### src/rtl/axi4_lite_lstm_seq_ctrl.sv
// AXI4-Lite control block for an LSTM core: parameter load strobes, input/output
// sample FIFOs, sticky overflow flags and a level interrupt.
module axi4_lite_lstm_seq_ctrl #(
  parameter int          DATA_WIDTH = 16,
  parameter int          LAYERS     = 4,
  parameter int          WEIGHTS    = 4,
  parameter int          X_DEPTH    = 16,
  parameter int          Y_DEPTH    = 16,
  parameter logic [31:0] VERSION    = 32'h0002_0000,
  localparam int         NUM_PARAMS = 4*LAYERS*WEIGHTS + 2*LAYERS,
  localparam int         PIDX_W     = $clog2(NUM_PARAMS)
) (
  input  logic                  clk,
  input  logic                  rst_n,
  input  logic [31:0]           awaddr,
  input  logic [2:0]            awprot,
  input  logic                  awvalid,
  output logic                  awready,
  input  logic [31:0]           wdata,
  input  logic [3:0]            wstrb,
  input  logic                  wvalid,
  output logic                  wready,
  output logic [1:0]            bresp,
  output logic                  bvalid,
  input  logic                  bready,
  input  logic [31:0]           araddr,
  input  logic [2:0]            arprot,
  input  logic                  arvalid,
  output logic                  arready,
  output logic [31:0]           rdata,
  output logic [1:0]            rresp,
  output logic                  rvalid,
  input  logic                  rready,
  output logic [PIDX_W-1:0]     param_idx,
  output logic [DATA_WIDTH-1:0] param_data,
  output logic                  param_valid,
  output logic [DATA_WIDTH-1:0] x_data,
  output logic                  x_valid,
  input  logic                  x_ready,
  input  logic [DATA_WIDTH-1:0] y_data,
  input  logic                  y_valid,
  output logic                  irq
);

  localparam int          XA_W       = $clog2(X_DEPTH);
  localparam int          YA_W       = $clog2(Y_DEPTH);
  localparam logic [XA_W:0] X_FULL_CNT = (XA_W+1)'(X_DEPTH);
  localparam logic [YA_W:0] Y_FULL_CNT = (YA_W+1)'(Y_DEPTH);
  localparam logic [31:0] PARAM_BASE = 32'h100;
  localparam logic [31:0] PARAM_END  = PARAM_BASE + 32'(4*NUM_PARAMS);

  logic                  wr_hs, rd_hs;
  logic                  w_ctrl, w_xpush, w_param, w_ok;
  logic [31:0]           w_off;
  logic                  irq_en, flush_pend, ovf_clr;
  logic                  x_ovf, y_ovf;
  logic [31:0]           rd_val, status;
  logic                  rd_err;

  logic [DATA_WIDTH-1:0] x_mem [X_DEPTH];
  logic [XA_W-1:0]       x_wr, x_rd;
  logic [XA_W:0]         x_count;
  logic                  x_full, x_empty, x_push, x_pop;

  logic [DATA_WIDTH-1:0] y_mem [Y_DEPTH];
  logic [YA_W-1:0]       y_wr, y_rd;
  logic [YA_W:0]         y_count;
  logic                  y_full, y_empty, y_push, y_pop;

  logic                  unused_ok;
  assign unused_ok = ^{awprot, arprot, wstrb, w_off, wdata};

  assign awready = rst_n & awvalid & wvalid & ~bvalid;
  assign wready  = awready;
  assign wr_hs   = awready;
  assign arready = rst_n & ~rvalid;
  assign rd_hs   = arvalid & arready;

  assign w_off   = awaddr - PARAM_BASE;
  assign w_ctrl  = (awaddr == 32'h8);
  assign w_xpush = (awaddr == 32'hC);
  assign w_param = (awaddr >= PARAM_BASE) && (awaddr < PARAM_END) && (awaddr[1:0] == 2'b00);
  assign w_ok    = w_ctrl | w_xpush | w_param;
  assign ovf_clr = wr_hs & w_ctrl & wdata[1];

  always_ff @(posedge clk or negedge rst_n) begin
    if (!rst_n) begin
      bvalid      <= 1'b0;
      bresp       <= 2'b00;
      irq_en      <= 1'b0;
      flush_pend  <= 1'b0;
      param_valid <= 1'b0;
      param_idx   <= '0;
      param_data  <= '0;
    end else begin
      // flush lands one cycle after bvalid rises
      flush_pend  <= wr_hs & w_ctrl & wdata[2];
      param_valid <= wr_hs & w_param;
      if (wr_hs) begin
        bvalid <= 1'b1;
        bresp  <= w_ok ? 2'b00 : 2'b10;
        if (w_ctrl) irq_en <= wdata[0];
        if (w_param) begin
          param_idx  <= w_off[PIDX_W+1:2];
          param_data <= wdata[DATA_WIDTH-1:0];
        end
      end else if (bready) begin
        bvalid <= 1'b0;
      end
    end
  end

  // X FIFO: register writes in, core stream out
  assign x_full  = (x_count == X_FULL_CNT);
  assign x_empty = (x_count == '0);
  assign x_push  = wr_hs & w_xpush & ~x_full;
  assign x_valid = ~x_empty;
  assign x_pop   = x_valid & x_ready;
  assign x_data  = x_mem[x_rd];

  always_ff @(posedge clk) begin
    if (x_push) x_mem[x_wr] <= wdata[DATA_WIDTH-1:0];
  end

  always_ff @(posedge clk or negedge rst_n) begin
    if (!rst_n) begin
      x_wr    <= '0;
      x_rd    <= '0;
      x_count <= '0;
    end else if (flush_pend) begin
      x_wr    <= '0;
      x_rd    <= '0;
      x_count <= '0;
    end else begin
      if (x_push) x_wr <= x_wr + XA_W'(1);
      if (x_pop)  x_rd <= x_rd + XA_W'(1);
      x_count <= x_count + (XA_W+1)'(x_push) - (XA_W+1)'(x_pop);
    end
  end

  // Y FIFO: core results in, Y_POP reads out; fullness uses the pre-pop count
  assign y_full  = (y_count == Y_FULL_CNT);
  assign y_empty = (y_count == '0);
  assign y_push  = y_valid & ~y_full;
  assign y_pop   = rd_hs & (araddr == 32'h10) & ~y_empty;

  always_ff @(posedge clk) begin
    if (y_push) y_mem[y_wr] <= y_data;
  end

  always_ff @(posedge clk or negedge rst_n) begin
    if (!rst_n) begin
      y_wr    <= '0;
      y_rd    <= '0;
      y_count <= '0;
    end else if (flush_pend) begin
      y_wr    <= '0;
      y_rd    <= '0;
      y_count <= '0;
    end else begin
      if (y_push) y_wr <= y_wr + YA_W'(1);
      if (y_pop)  y_rd <= y_rd + YA_W'(1);
      y_count <= y_count + (YA_W+1)'(y_push) - (YA_W+1)'(y_pop);
    end
  end

  always_ff @(posedge clk or negedge rst_n) begin
    if (!rst_n) begin
      x_ovf <= 1'b0;
      y_ovf <= 1'b0;
      irq   <= 1'b0;
    end else begin
      if (wr_hs & w_xpush & x_full) x_ovf <= 1'b1;
      else if (ovf_clr)             x_ovf <= 1'b0;
      if (y_valid & y_full)         y_ovf <= 1'b1;
      else if (ovf_clr)             y_ovf <= 1'b0;
      irq <= irq_en & (~y_empty | x_ovf | y_ovf);
    end
  end

  assign status = {8'h00, 8'(y_count), 10'b0, y_ovf, x_ovf, y_empty, y_full, x_empty, x_full};

  always_comb begin
    rd_val = '0;
    rd_err = 1'b0;
    case (araddr)
      32'h0:   rd_val = VERSION;
      32'h4:   rd_val = status;
      32'h8:   rd_val = {31'b0, irq_en};
      32'h10: begin
        if (y_empty) rd_err = 1'b1;
        else         rd_val = 32'(y_mem[y_rd]);
      end
      default: rd_err = 1'b1;
    endcase
  end

  always_ff @(posedge clk or negedge rst_n) begin
    if (!rst_n) begin
      rvalid <= 1'b0;
      rdata  <= '0;
      rresp  <= 2'b00;
    end else if (rd_hs) begin
      rvalid <= 1'b1;
      rdata  <= rd_val;
      rresp  <= rd_err ? 2'b10 : 2'b00;
    end else if (rready) begin
      rvalid <= 1'b0;
    end
  end

endmodule

### config.mk
export PLATFORM = sky130hd
export DESIGN_NAME = axi4_lite_lstm_seq_ctrl
export DESIGN_NICKNAME = d
export VERILOG_FILES = /design/src/rtl/axi4_lite_lstm_seq_ctrl.sv
export SDC_FILE = /design/constraint.sdc
export NUM_CORES = 1
export LEC_CHECK = 0
export ABC_AREA = 1
export CORE_ASPECT_RATIO = 0.7
export CORE_MARGIN = 4
export CORE_UTILIZATION = 50
export DETAILED_ROUTE_END_ITERATION = 10
export PLACE_DENSITY = 0.69
export REMOVE_ABC_BUFFERS = 1
export SLEW_MARGIN = 0
export SYNTH_ARGS = -nofsm -noshare
export SYNTH_HDL_FRONTEND = slang
export SYNTH_SLANG_ARGS = --single-unit
### constraint.sdc
create_clock -name clk -period 6.6 [get_ports clk]
set_clock_uncertainty 0.1 [all_clocks]
set_input_delay 0.66 -clock clk [delete_from_list [all_inputs] [get_ports clk]]
set_output_delay 0.66 -clock clk [all_outputs]
set_load 0.01 [all_outputs]
==> results.json <==
{
  "crit_slowest_cell": "clkinv_2",
  "dr.pass1.iters": 6,
  "vdd_drop_max_mv": 0.192,
  "path_cells": "clkinv_2 -> buf_4 -> o21ai_0 -> o221ai_1 -> nand3_1 -> nand2_1 -> clkdlybuf4s50_1",
  "rsz0062_at_grt": "false",
  "max_cap_viol_count": 0,
  "drc": 0,
  "grt_max_degree": 79,
  "avgSynthCellArea_um2": 11.9,
  "fmax_mhz": 197,
  "slowest_delay_ps": 940,
  "synth.ff_latch_count": 592,
  "setup_tns_ps": 0,
  "die_x_um": 272,
  "clock-sinks": 592,
  "grt-ovfl-total": 0,
  "worstPathMaxFanout": 77,
  "worst-r2r-cell-count": 12,
  "synth_fa_ha_area_share_pct": 1.29,
  "nNetsFinal": 2358,
  "grt.total_usage_pct": 23.2,
  "numPortBuffers": 174,
  "setup_violations": 0,
  "reg2reg_setup_slack_ps": 3000,
  "boundaryPins": 214,
  "clkLatencyLatePin_ps": 600,
  "die_area_um2": 52400,
  "yosysUniqueCellTypes": 42,
  "worst-slew-pin-transition_ps": 1230,
  "timing.final.hold_violations": 0,
  "rr_endpoint": "rdata[3]",
  "diodes": 0,
  "synth_edf_count": 512,
  "hold_path_depth": 2,
  "path_class": "register to output pin",
  "required_ps": 5840,
  "wl_per_cell_um": 21.2,
  "cellPowerDensity_nw_per_um2": 312,
  "vias": 16300,
  "synth_top_family_by_area": "simple AND/OR/NAND/NOR gates",
  "path_clk_slew_ps": 70,
  "htree_levels": 2,
  "crit_arrival_ps": 4320,
  "synth_mux_area_share_pct": 0,
  "yosysWarnings": 0,
  "synthSimpleGateAreaFrac_pct": 13.9,
  "wl_mm": 61.5,
  "regArea_um2": 17400,
  "total_power_uw": 8880,
  "hold_start": "rdata[6]",
  "final_antenna_net_count": 0,
  "post-route-period-util_pct": 77.0,
  "hpwl_mm": 36.1,
  "cts_root_buf": "clkbuf_16",
  "fill_cells": 3726,
  "drt_iter0_drc": 1834,
  "gp_congestion": 0.822,
  "ys_async_sr_fraction_pct": 13.5,
  "syn_area_um2": 24400,
  "status": "complete, no violations",
  "ys.flop_type": "edfxtp_1",
  "synth_xor_xnor_area_share_pct": 0.288,
  "antenna_found_initial": 0,
  "cts_tree": "built",
  "maxSlewViolCount": 0,
  "numCtsBuffers": 56,
  "grt_pass1_wl_mm": 92.2,
  "synth_cells": 2041,
  "layout-drive-gt1-share_pct": 7.15,
  "r2r-start": "y_rd[0]",
  "cp-end-kind": "output pin",
  "grt_pass1_vias": 15600,
  "viasPerCell": 5.62,
  "synth_compound_area_share_pct": 9.16,
  "cts_max_path_buffers": 3,
  "power_leakage_uw": 0.0103,
  "post_cts_buffers": 0,
  "placementRows": 67,
  "initial_core_util_pct": 50.7,
  "relSlewSlack_pct": 18.2,
  "min_to": "rdata[6]",
  "cp-start-kind": "register",
  "multi_input_area_um2": 6090,
  "die_h_um": 193,
  "critPathBufInv": 3,
  "worst_hold_path_type": "register to register",
  "period_needed_ps": 5080,
  "core_area_um2": 48000,
  "ys_seq_area_share_pct": 71.3,
  "area_delta_synth_final_pct": 16.9,
  "path_delay_family": "buffers and inverters"
}
==> routing by layer <==
layer	wire length, µm	GRT usage, %
met2	27400	35.5
met5	0	0
met4	1430	6.92
met3	5410	4.56
met1	27400	34.2
==> repair_timing <==
action,in CTS,in global routing
hold endpoints to repair,16,0
resized for setup,0,0
hold buffers,1,0
==> cell type report <==
class                           count  share of cell area (%)
Sequential cell                   592                    61.1
Multi-Input combinational cell   1255                    21.4
Timing Repair Buffer              217                    7.25
Clock buffer                       80                    5.49
Tap cell                          655                    2.88
Inverter                           81                    1.08
Clock inverter                     26                   0.831
==> cell usage after synthesis (5+ instances only) <==
library cell	count	area (µm²)
clkbuf_1	48	180
or2_2	5	31.3
a21oi_1	29	145
nand2_1	371	1390
o211ai_1	20	150
buf_2	41	205
nand4_1	6	37.5
buf_4	26	195
edfxtp_1	512	15400
dfrtp_1	80	2000
nor2_2	5	31.3
xor2_1	5	43.8
ha_1	22	275
o21ai_1	23	115
buf_6	6	67.6
o22ai_1	26	163
a31oi_1	6	37.5
o21ai_0	201	1010
inv_2	5	18.8
nand3_1	126	631
inv_1	74	278
nor2_1	303	1140
nor3_1	8	40.0
o221ai_1	58	508
==> cells in the final DEF (no fill, tap or decap), types with 3 or more instances in the layout <==
cell type / instances
nand3_1: 126
clkdlybuf4s50_1: 173
clkinv_1: 10
edfxtp_1: 512
inv_1: 73
o22ai_1: 26
a21boi_1: 4
nand4_1: 6
a31oi_1: 6
o31ai_1: 3
conb_1: 13
nor2_1: 289
buf_4: 43
o211ai_1: 20
clkinv_2: 10
xnor2_1: 3
nor3_1: 8
nand2_1: 371
xor2_1: 5
ha_1: 22
or2_2: 5
a211oi_1: 4
dfrtp_1: 78
nand3b_1: 3
o221ai_1: 58
inv_2: 4
clkbuf_8: 5
a21oi_1: 29
clkbuf_16: 57
clkbuf_1: 18
o21ai_0: 201
o21ai_1: 23
nor2_2: 19
bufinv_16: 4
==> worst max path at each step <==
stage                             to     from  slack (ps)  depth (start not counted)
after floorplan           x_data[10]  x_rd[0]        1830                          5
after global placement     x_data[1]  x_rd[0]        2340                          7
after detailed placement   x_data[1]  x_rd[0]        2240                          7
after CTS                  x_data[1]  x_rd[0]        1550                          7
after global routing       x_data[1]  x_rd[0]        1200                          7
final                      x_data[1]  x_rd[0]        1520                          7
==> tightest hold or removal path: stages (launching register included) <==
cell and delay [ps]:
dfrtp_1 340, nand2_1 50, nand2_1 50
==> metrics by stage <==
stage,util [%],setup slack [ps],area (µm²),hold WS (ps),instances
finish,59.3,1520,28500,375,2906
detailed placement,55.5,2240,26700,365,2799
global route,59.3,1200,28500,401,2906
floorplan,-,1830,23700,264,1928
CTS,59.3,1550,28500,381,2906
global placement,55.5,2340,26700,363,2799
==> state kept, by name, summed over array words and instances (netlist names), 4 cells and up <==
register	flops
y_count	5
rdata	21
x_rd	4
x_wr	4
param_idx	7
y_rd	4
y_wr	4
x_count	5
y_mem	256
x_mem	256
param_data	16
==> power breakdown <==
group          total, µW  switching [µW]  leakage, µW  internal [µW]
clock               3160            1360     0.000874           1800
combinational       1550             958      0.00376            596
sequential          4160            57.8      0.00565           4110
==> cells by family (layout without fill, tap and decap cells) <==
kind of cell / count (synthesis) / after routing
buffers and inverters: 206 / 404
DFF: 592 / 592
other: 1 / 13
xor gates and xnor gates: 8 / 8
AOI/OAI and AO/OA: 377 / 377
and+or+nand+nor: 833 / 833
adders and majority gates: 24 / 24
Power figures use the tool's default switching activity.
